### src/rtl/dso_reg_ctrl_if.sv
// Byte-stream link between the serial PHY and the register responder.
// The master is the PHY side; the slave is the register responder.
interface dso_reg_ctrl_if;
    logic [7:0] rx_data;
    logic       rx_valid;
    logic [7:0] tx_data;
    logic       tx_valid;
    logic       tx_ready;

    modport master (
        output rx_data,
        output rx_valid,
        output tx_ready,
        input  tx_data,
        input  tx_valid
    );

    modport slave (
        input  rx_data,
        input  rx_valid,
        input  tx_ready,
        output tx_data,
        output tx_valid
    );
endinterface

### src/rtl/dso_reg_ctrl.sv
// Register responder: parses write/read byte frames, holds the DSO/DDS control
// registers and returns measurement read-backs over the byte stream.
module dso_reg_ctrl #(
    parameter int TIMEOUT_CYC = 1_000_000
) (
    input  logic                sys_clk,
    input  logic                sys_rst,
    dso_reg_ctrl_if.slave       bus,
    input  logic [19:0]         ad_freq,
    input  logic [7:0]          ad_vpp,
    input  logic [7:0]          ad_max,
    input  logic [7:0]          ad_min,
    output logic [7:0]          trig_level,
    output logic [9:0]          deci_rate,
    output logic                wave_run,
    output logic                trig_edge,
    output logic                fft_en,
    output logic                fir_en,
    output logic [4:0]          v_scale,
    output logic [11:0]         trig_line,
    output logic [3:0]          wave_select
);
    localparam logic [7:0] HDR_WRITE = 8'h57;
    localparam logic [7:0] HDR_READ  = 8'h52;
    localparam logic [7:0] ACK       = 8'h06;
    localparam logic [7:0] NAK       = 8'h15;
    localparam int         CNT_W     = $clog2(TIMEOUT_CYC + 1);
    localparam logic [CNT_W-1:0] GAP_LAST = CNT_W'(TIMEOUT_CYC - 1);

    typedef enum logic [2:0] {IDLE, ADDR, DHI, DLO, EXEC, TX0, TX1, TX2} state_t;

    state_t           state_reg;
    logic             is_write_reg;
    logic [7:0]       addr_reg;
    logic [11:0]      wdata_reg;
    logic [15:0]      rdata_reg;
    logic [3:0]       shadow_reg;
    logic [CNT_W-1:0] gap_reg;
    logic [7:0]       tx_data_reg;
    logic             tx_valid_reg;

    logic [7:0]  trig_level_reg;
    logic [9:0]  deci_rate_reg;
    logic        wave_run_reg;
    logic        trig_edge_reg;
    logic        fft_en_reg;
    logic        fir_en_reg;
    logic [4:0]  v_scale_reg;
    logic [11:0] trig_line_reg;
    logic [3:0]  wave_select_reg;

    logic        addr_rw;
    logic        tx_fire;
    logic [15:0] rd_mux;

    assign addr_rw = (addr_reg < 8'h06);
    assign tx_fire = tx_valid_reg & bus.tx_ready;

    always_comb begin
        rd_mux = 16'h0000;
        case (addr_reg)
            8'h00:   rd_mux = {8'h00, trig_level_reg};
            8'h01:   rd_mux = {6'h00, deci_rate_reg};
            8'h02:   rd_mux = {12'h000, fir_en_reg, fft_en_reg, trig_edge_reg, wave_run_reg};
            8'h03:   rd_mux = {11'h000, v_scale_reg};
            8'h04:   rd_mux = {4'h0, trig_line_reg};
            8'h05:   rd_mux = {12'h000, wave_select_reg};
            8'h10:   rd_mux = ad_freq[15:0];
            8'h11:   rd_mux = {12'h000, shadow_reg};
            8'h12:   rd_mux = {8'h00, ad_vpp};
            8'h13:   rd_mux = {8'h00, ad_max};
            8'h14:   rd_mux = {8'h00, ad_min};
            default: rd_mux = 16'h0000;
        endcase
    end

    always_ff @(posedge sys_clk) begin
        if (sys_rst) begin
            state_reg       <= IDLE;
            is_write_reg    <= 1'b0;
            addr_reg        <= 8'h00;
            wdata_reg       <= 12'h000;
            rdata_reg       <= 16'h0000;
            shadow_reg      <= 4'h0;
            gap_reg         <= '0;
            tx_data_reg     <= 8'h00;
            tx_valid_reg    <= 1'b0;
            trig_level_reg  <= 8'h7F;
            deci_rate_reg   <= 10'd1;
            wave_run_reg    <= 1'b1;
            trig_edge_reg   <= 1'b1;
            fft_en_reg      <= 1'b0;
            fir_en_reg      <= 1'b0;
            v_scale_reg     <= 5'h12;
            trig_line_reg   <= 12'd512;
            wave_select_reg <= 4'h0;
        end else begin
            case (state_reg)
                IDLE: begin
                    if (bus.rx_valid && (bus.rx_data == HDR_WRITE || bus.rx_data == HDR_READ)) begin
                        is_write_reg <= (bus.rx_data == HDR_WRITE);
                        gap_reg      <= '0;
                        state_reg    <= ADDR;
                    end
                end
                ADDR, DHI, DLO: begin
                    // An arriving byte wins over a timeout expiring in the same cycle.
                    if (bus.rx_valid) begin
                        gap_reg <= '0;
                        case (state_reg)
                            ADDR: begin
                                addr_reg  <= bus.rx_data;
                                state_reg <= is_write_reg ? DHI : EXEC;
                            end
                            DHI: begin
                                wdata_reg[11:8] <= bus.rx_data[3:0];
                                state_reg       <= DLO;
                            end
                            default: begin
                                wdata_reg[7:0] <= bus.rx_data;
                                state_reg      <= EXEC;
                            end
                        endcase
                    end else if (gap_reg == GAP_LAST) begin
                        state_reg <= IDLE;
                    end else begin
                        gap_reg <= gap_reg + CNT_W'(1);
                    end
                end
                EXEC: begin
                    if (is_write_reg) begin
                        if (addr_rw) begin
                            case (addr_reg[2:0])
                                3'd0: trig_level_reg <= wdata_reg[7:0];
                                3'd1: deci_rate_reg  <= wdata_reg[9:0];
                                3'd2: begin
                                    wave_run_reg  <= wdata_reg[0];
                                    trig_edge_reg <= wdata_reg[1];
                                    fft_en_reg    <= wdata_reg[2];
                                    fir_en_reg    <= wdata_reg[3];
                                end
                                3'd3: v_scale_reg     <= wdata_reg[4:0];
                                3'd4: trig_line_reg   <= wdata_reg[11:0];
                                3'd5: wave_select_reg <= wdata_reg[3:0];
                                default: ;
                            endcase
                        end
                        tx_data_reg <= addr_rw ? ACK : NAK;
                    end else begin
                        // Snapshot all read data now so later ad_* changes cannot tear the response.
                        rdata_reg   <= rd_mux;
                        tx_data_reg <= addr_reg;
                        if (addr_reg == 8'h10)
                            shadow_reg <= ad_freq[19:16];
                    end
                    tx_valid_reg <= 1'b1;
                    state_reg    <= TX0;
                end
                TX0: begin
                    if (tx_fire) begin
                        if (is_write_reg) begin
                            tx_valid_reg <= 1'b0;
                            state_reg    <= IDLE;
                        end else begin
                            tx_data_reg <= rdata_reg[15:8];
                            state_reg   <= TX1;
                        end
                    end
                end
                TX1: begin
                    if (tx_fire) begin
                        tx_data_reg <= rdata_reg[7:0];
                        state_reg   <= TX2;
                    end
                end
                TX2: begin
                    if (tx_fire) begin
                        tx_valid_reg <= 1'b0;
                        state_reg    <= IDLE;
                    end
                end
                default: state_reg <= IDLE;
            endcase
        end
    end

    assign bus.tx_data  = tx_data_reg;
    assign bus.tx_valid = tx_valid_reg;
    assign trig_level   = trig_level_reg;
    assign deci_rate    = deci_rate_reg;
    assign wave_run     = wave_run_reg;
    assign trig_edge    = trig_edge_reg;
    assign fft_en       = fft_en_reg;
    assign fir_en       = fir_en_reg;
    assign v_scale      = v_scale_reg;
    assign trig_line    = trig_line_reg;
    assign wave_select  = wave_select_reg;
endmodule

### src/flat_wrapper.sv
// flat-port wrapper written by rule: the top's interface ports become plain ports
module dso_reg_ctrl_flat 
#(
    parameter int TIMEOUT_CYC = 1_000_000
)
  (sys_clk, sys_rst, ad_freq, ad_vpp, ad_max, ad_min, trig_level, deci_rate, wave_run, trig_edge, fft_en, fir_en, v_scale, trig_line, wave_select, bus_rx_data, bus_rx_valid, bus_tx_ready, bus_tx_data, bus_tx_valid);
  dso_reg_ctrl_if bus_i ();
  input  logic sys_clk;
  input  logic sys_rst;
  input  logic [19:0] ad_freq;
  input  logic [7:0] ad_vpp;
  input  logic [7:0] ad_max;
  input  logic [7:0] ad_min;
  output logic [7:0] trig_level;
  output logic [9:0] deci_rate;
  output logic wave_run;
  output logic trig_edge;
  output logic fft_en;
  output logic fir_en;
  output logic [4:0] v_scale;
  output logic [11:0] trig_line;
  output logic [3:0] wave_select;
  input wire logic [$bits(bus_i.rx_data)-1:0] bus_rx_data;
  input wire logic [$bits(bus_i.rx_valid)-1:0] bus_rx_valid;
  input wire logic [$bits(bus_i.tx_ready)-1:0] bus_tx_ready;
  output wire logic [$bits(bus_i.tx_data)-1:0] bus_tx_data;
  output wire logic [$bits(bus_i.tx_valid)-1:0] bus_tx_valid;
  assign bus_i.rx_data = bus_rx_data;
  assign bus_i.rx_valid = bus_rx_valid;
  assign bus_i.tx_ready = bus_tx_ready;
  assign bus_tx_data = bus_i.tx_data;
  assign bus_tx_valid = bus_i.tx_valid;
  dso_reg_ctrl #(.TIMEOUT_CYC(TIMEOUT_CYC)) u_core (.sys_clk(sys_clk), .sys_rst(sys_rst), .bus(bus_i), .ad_freq(ad_freq), .ad_vpp(ad_vpp), .ad_max(ad_max), .ad_min(ad_min), .trig_level(trig_level), .deci_rate(deci_rate), .wave_run(wave_run), .trig_edge(trig_edge), .fft_en(fft_en), .fir_en(fir_en), .v_scale(v_scale), .trig_line(trig_line), .wave_select(wave_select));
endmodule
### config.mk
export PLATFORM = sky130hd
export DESIGN_NAME = dso_reg_ctrl_flat
export DESIGN_NICKNAME = d
export VERILOG_FILES = /design/src/rtl/dso_reg_ctrl_if.sv /design/src/rtl/dso_reg_ctrl.sv /design/src/flat_wrapper.sv
export SDC_FILE = /design/constraint.sdc
export NUM_CORES = 1
export LEC_CHECK = 0
export CAP_MARGIN = 40
export CORE_UTILIZATION = 50
export CTS_BUF_LIST = sky130_fd_sc_hd__clkbuf_4 sky130_fd_sc_hd__clkbuf_8 sky130_fd_sc_hd__clkbuf_16
export DETAILED_ROUTE_END_ITERATION = 12
export PLACE_DENSITY = 0.77
export SYNTH_ARGS = -nofsm -noshare
export SYNTH_HDL_FRONTEND = slang
export SYNTH_SLANG_ARGS = --single-unit
### constraint.sdc
create_clock -name sys_clk -period 3.8 [get_ports sys_clk]
set_input_delay 0.76 -clock sys_clk [delete_from_list [all_inputs] [get_ports sys_clk]]
set_output_delay 0.76 -clock sys_clk [all_outputs]
set_load 0.02 [all_outputs]
# --- After elaboration in Yosys (flattened, before gate mapping) ---
# Index checks and enable logic that the tools add are counted.
op_classes:
  addsub: 1
  order_cmp: 1
  eq_ne: 33
  mux: 25
  bitwise: 3
  n_reduce_logical: 26
op_table:
  columns: ["operator", "n"]
  rows:
  - ["$pmux 16 s11", 1]
  - ["$mux 20", 3]
  - ["$eq 8x5->1 const B", 5]
  - ["$pmux 20 s2", 1]
  - ["$mux 8", 4]
  - ["$reduce_and 4->1", 8]
  - ["$mux 3", 8]
  - ["$pmux 8 s3", 1]
  - ["$add 20x1->20 const B", 1]
  - ["$eq 20x20->1 const B", 1]
  - ["$eq 3x3->1 const B", 6]
  - ["$pmux 3 s6", 1]
  - ["$eq 8x2->1 const B", 2]
  - ["$eq 8x3->1 const B", 2]
  - ["$eq 8x7->1 const B", 2]
  - ["$reduce_and 3->1", 5]
  - ["$eq 3x2->1 const B", 4]
  - ["$ne 2x1->1 const B", 5]
  - ["$eq 8x1->1 const B", 1]
  - ["$logic_not 8->1", 1]
  - ["$lt 8x3->1 const B", 1]
  - ["$eq 3x1->1 const B", 2]
  - ["$logic_not 3->1", 2]
  - ["$pmux 3 s2", 1]
  - ["other kinds (16)", 21]
totals:
  register_bits: 116
  input_bits: 56
  output_inout_bits: 52
  elab_cells: 108

# --- Longest topological paths before layout ---
depth:
  depth_word: 5
  mapped_depth: 8
  mapped_depth_nobuf: 6

# --- Worst setup path after synthesis ---
# OpenSTA, ideal clock, no wires.
synth_path:
  kind: "input to register"
  from: "input bus_rx_data[5]"
  to: "register u_core.gap_reg[18]"
  setup_ps: 132
  arrival_time_ps: 2245
  required_time_ps: 3668
  path_slack_ps: 1423
  stages: 7
  path_buffers: 2
  cell_sequence: "nand4bb_1 > o32a_1 > o21bai_2 > buf_2 > buf_4 > o31ai_1 > a21oi_1"
synth_via:
  elab_chain_cells: 5
  elab_cells_between_ends: 6
  cone_classes: "eq/ne: 3; reduce/logical: 3"
synth_lines:
  columns: ["item", "line_no", "text"]
  rows:
  - ["from (decl)", "flat_wrapper.sv:23", "input wire logic [$bits(bus_i.rx_data)-1:0] bus_rx_data;"]
  - ["$eq 8x7->1", "dso_reg_ctrl.sv:100", "if (bus.rx_valid && (bus.rx_data == HDR_WRITE || bus.rx_data == HDR_READ)) begin"]
  - ["$logic_or 1x1->1 (*)", "dso_reg_ctrl.sv:100", null]
  - ["$logic_and 1x1->1 (*)", "dso_reg_ctrl.sv:100", null]
  - ["$ne 2x1->1 (no source line) (*)", null, null]
  - ["$reduce_and 3->1 (no source line) (*)", null, null]
  - ["to (signal assigned)", "dso_reg_ctrl.sv:127", "gap_reg <= gap_reg + CNT_W'(1);"]
  - ["to (decl)", "dso_reg_ctrl.sv:38", "logic [CNT_W-1:0] gap_reg;"]
# Every way passes the cells marked *; elsewhere a longest branch is shown, timed or not.
# A chain may end at the register's enable or synchronous reset.

# --- Final worst setup path ---
layout_path:
  from: "input bus_rx_valid"
  to: "register u_core.gap_reg[17]"
layout_via:
  elab_chain_cells: 3
  elab_cells_between_ends: 6
  cone_classes: "eq/ne: 2; mux: 2; reduce/logical: 2"
layout_lines:
  columns: ["item", "line_no", "text"]
  rows:
  - ["from (decl)", "flat_wrapper.sv:24", "input wire logic [$bits(bus_i.rx_valid)-1:0] bus_rx_valid;"]
  - ["$logic_and 1x1->1", "dso_reg_ctrl.sv:100", null]
  - ["$ne 2x1->1 (no source line)", null, null]
  - ["$reduce_and 3->1 (no source line)", null, null]
# Parallel ways exist; a longest one is shown, timed or not.

==> results.env <==
STATUS='complete, no violations'
MAXSLEWVIOLCOUNT=0
MAXCAPVIOLCOUNT=0
CP_DATA_REQUIRED_TIME_NS=4.15
VIA_COUNT=5677
PORTBUFFERS=107
POSTCTSHOLDBUFS=0
YOSYS_WARNINGS=0
NUM_ANTENNA_CELLS=0
DIE_Y_UM=109
AREAGROWTHSYNTHTOFINISH_PCT=29.9
MAX_SLEW_MARGIN_PCT=39.2
WORSTPATHBUFFERINVERTERCOUNT=1
PLACEABLECOREAREA_MM2=0.0110
DRTITER0DRC=497
FIN_SETUP_TNS_NS=0
CRIT_PATH_END_KIND='flop'
CLOCK_TREE_FROM_TRITONCTS='done'
CPPEAKSTAGEDELAY_NS=0.61
POST_CTS_BUFFERS=0
DRC=0
CTS_MADE_BUFFERS=17
MAPPED_AVG_CELL_AREA_UM2=8.31
FINAL_NET_COUNT=828
MAX_CLOCK_FREQ_MHz=346
HOLD_DEPTH=2
GRT_PASS1_WL_MM=27.2
CP-START-KIND='input pin'
ROW_COUNT=38
RSZ0062_AT_GRT='no'
TIGHTEST_SLEW_NS=0.911
CRITICAL_PATH.CELL_CHAIN='clkdlybuf4s50_1 -> nand4bb_1 -> o32a_1 -> o21bai_2 -> or4_1 -> a21oi_1'
GRT.TOTAL_USAGE_PCT=30.2
SETUP_VIOL_COUNT_FINAL=0
SYN_INST=685
FINAL_CELL_COUNT_NO_FILL=924
ROUTE.DETAILED.WL_PER_INST_UM=18.9
FLOORPLAN.DIE_AREA_MM2=0.0118
POST_CTS_RESIZE_COUNT=0
SYNTH_CELL_TYPE_COUNT=67
YOSYS_REGISTER_BITS=116
GRT_MAX_DEGREE=65
SYN_AREA_MM2=0.00569
CTS.ROOT.BUFFER_CELL='sky130_fd_sc_hd__clkbuf_16'
TOTAL_LEAKAGE_POWER_uW=0.00249
HOLD_VIOLATIONS=0
POWER-PER-CELL-AREA_mW_PER_MM2=503
VIAS_IN_THE_FIRST_GLOBAL_ROUTE=5317
FIN_HOLD_WS_NS=0.462
WORST_PATH_MAX_DELAY_CELL='sky130_fd_sc_hd__clkdlybuf4s50_1'
ANTENNA_VIOLATING_NETS_POST_ROUTE=0
CTS.SINKS=116
TIMING.HOLD.WORST.CLASS='reg2reg'
GRT.OVERFLOW.TOTAL=0
FINAL_WORST_PATH_CYCLE_SHARE_PCT=76.1
PERIOD_MINUS_SLACK_NS=2.89
HPWL_MM=12.1
R2R_CELLS=5
ROUTE.DETAILED.VIAS_PER_INST=6.14
LARGEST_REGISTER_FF_COUNT=20
WORST_IR_DROP_VDD_mV=0.425
CRIT_TYPE='in2reg'
DESIGN_POWER_TOTAL_uW=3720
SYNTH-SEQ-AREA-SHARE_PCT=40.8
DIEWIDTH_UM=109
SYNTHESIS.NETS=742
PLACED_CELLS=892
SHARE_OF_FINAL_LAYOUT_STANDARD_CELLS_STRONGER_THAN_DRIVE_STRENGTH_1_PCT=8.42
CRITICAL_PATH.TOP_DELAY_FAMILY='compound AO/OA/AOI/OAI gates'
CP_DATA_ARRIVAL_TIME_NS=3.24
SYNTHFLOPTYPE='sky130_fd_sc_hd__dfxtp_1'
SYNTH-EDFF-COUNT=0
CTS_MAX_PATH_BUFFERS=2
PATH_CLK_SLEW_NS=0.06
WORSTSETUPPATHDEPTH=6
CTS-HTREE-LEVELS=4
FLOORPLAN.INITIALDENSITY_PCT=51.8
DRT_PRE_ANTENNA_ITERS=9
ANTENNA_VIOLATIONS_BEFORE_REPAIR=0
TIMING.CRITICAL_PATH.FANOUT_MAX=27
WORST_CLOCK_SKEW_NS=0.0104
POSTSYNTH.ASYNCRESETSHARE_PCT=0
BOUNDARYPINS=108
PLACE_CONGESTION=0.863
WORST_SKEW_PAIR.LATE_LATENCY_NS=0.43
ROUTED_WL_MM=17.5
-- cells in the mapped netlist (all sizes together) (3+ instances only) --
cell,count,area [µm²]
dfxtp,116,2320
nand2,79,297
nor2,73,274
a21oi,61,305
nand3,42,210
clkbuf,39,150
mux2i,37,370
a211oi,19,143
a22oi,17,128
nand3b,16,124
o21ai,16,80.1
nor3,15,75.1
buf,14,80.1
or4,11,82.6
o31ai,10,75.1
a221oi,9,85.1
inv,9,33.8
nand4,7,43.8
nor4,7,58.8
and3,6,37.5
nand2b,6,37.5
o22ai,6,37.5
nor2b,5,31.3
a211o,4,35.0
a222oi,4,40.0
mux2,4,45.0
or2,4,25.0
or3,4,25.0
and3b,3,26.3
nor4b,3,26.3
o211ai,3,22.5
o32ai,3,33.8
-- cells in the final DEF (no fill, tap or decap), types with 17 or more instances in the layout --
master                            netlist  layout
sky130_fd_sc_hd__clkbuf_16              0      17
sky130_fd_sc_hd__nand3_1               42      42
sky130_fd_sc_hd__dfxtp_1              116     116
sky130_fd_sc_hd__clkdlybuf4s50_1        0     106
sky130_fd_sc_hd__mux2i_1               37      37
sky130_fd_sc_hd__a22oi_1               17      17
sky130_fd_sc_hd__nor2_1                73      73
sky130_fd_sc_hd__a211oi_1              19      19
sky130_fd_sc_hd__a21oi_1               61      61
sky130_fd_sc_hd__nand2_1               79      79
-- report_power, final --
group          switching, µW  leakage [µW]  internal [µW]
registers               88.4      0.000936           1280
clock network            606      0.000281            976
logic                    450       0.00128            315
total                   1140       0.00249           2570
-- through the flow --
stage               setup WS [ns]  utilization (%)  cell area [µm²]
detailed placement          0.529             62.0             6810
finish                      0.909             67.4             7400
global route                0.800             67.4             7400
global placement            0.608             61.9             6800
CTS                         0.955             67.4             7400
floorplan                    1.42                -             5690
-- worst paths after layout --
| path | start | to | slack, ns |
|---|---|---|---|
| max reg2reg | u_core.addr_reg[5]$_SDFFE_PP0P_ | u_core.trig_line[5]$_SDFFE_PP0P_ | 0.98 |
| max | bus_rx_valid | u_core.gap_reg[17]$_SDFFE_PP0P_ | 0.91 |
| min reg2reg | u_core.shadow_reg[1]$_SDFFE_PP0P_ | u_core.shadow_reg[1]$_SDFFE_PP0P_ | 0.46 |
| min | u_core.shadow_reg[1]$_SDFFE_PP0P_ | u_core.shadow_reg[1]$_SDFFE_PP0P_ | 0.46 |
-- routing by layer --
metal,global-route usage [%],up-vias,share of wire [%]
met3,7.53,23,7.6
met5,0,-,0
met1,40.6,2701,44
li1,-,2694,-
met2,47.0,259,47
met4,10.7,0,1.5
-- kinds of logic (layout without fill, tap and decap cells) --
family / after synthesis / count (layout) / synth area share [%]
and+or+nand+nor: 293 / 293 / 26.1
AOI/OAI and AO/OA: 168 / 168 / 19.9
DFF: 116 / 116 / 40.8
muxes: 43 / 43 / 8.09
adders and majority gates: 1 / 1 / 0.220
buffers and inverters: 62 / 161 / 4.64
xor gates and xnor gates: 2 / 2 / 0.308
-- area by class of cell --
| class | count | area, µm² |
|---|---|---|
| clock buffer | 18 | 433 |
| clock inverter | 14 | 154 |
| fill | 942 | 3590 |
| inverter | 9 | 33.8 |
| multi-input combinational | 507 | 3110 |
| sequential | 116 | 2320 |
| tap | 140 | 175 |
| timing repair buffer | 120 | 1170 |
-- worst register-to-register path, cell delays in order, from the launching register on --
cell and delay (ns):
sky130_fd_sc_hd__dfxtp_1 0.43, sky130_fd_sc_hd__or4_1 0.74, sky130_fd_sc_hd__nor4_1 0.39, sky130_fd_sc_hd__and2b_1 0.71
sky130_fd_sc_hd__mux2i_1 0.34, sky130_fd_sc_hd__nor2_1 0.07
Power figures use the tool's default switching activity.
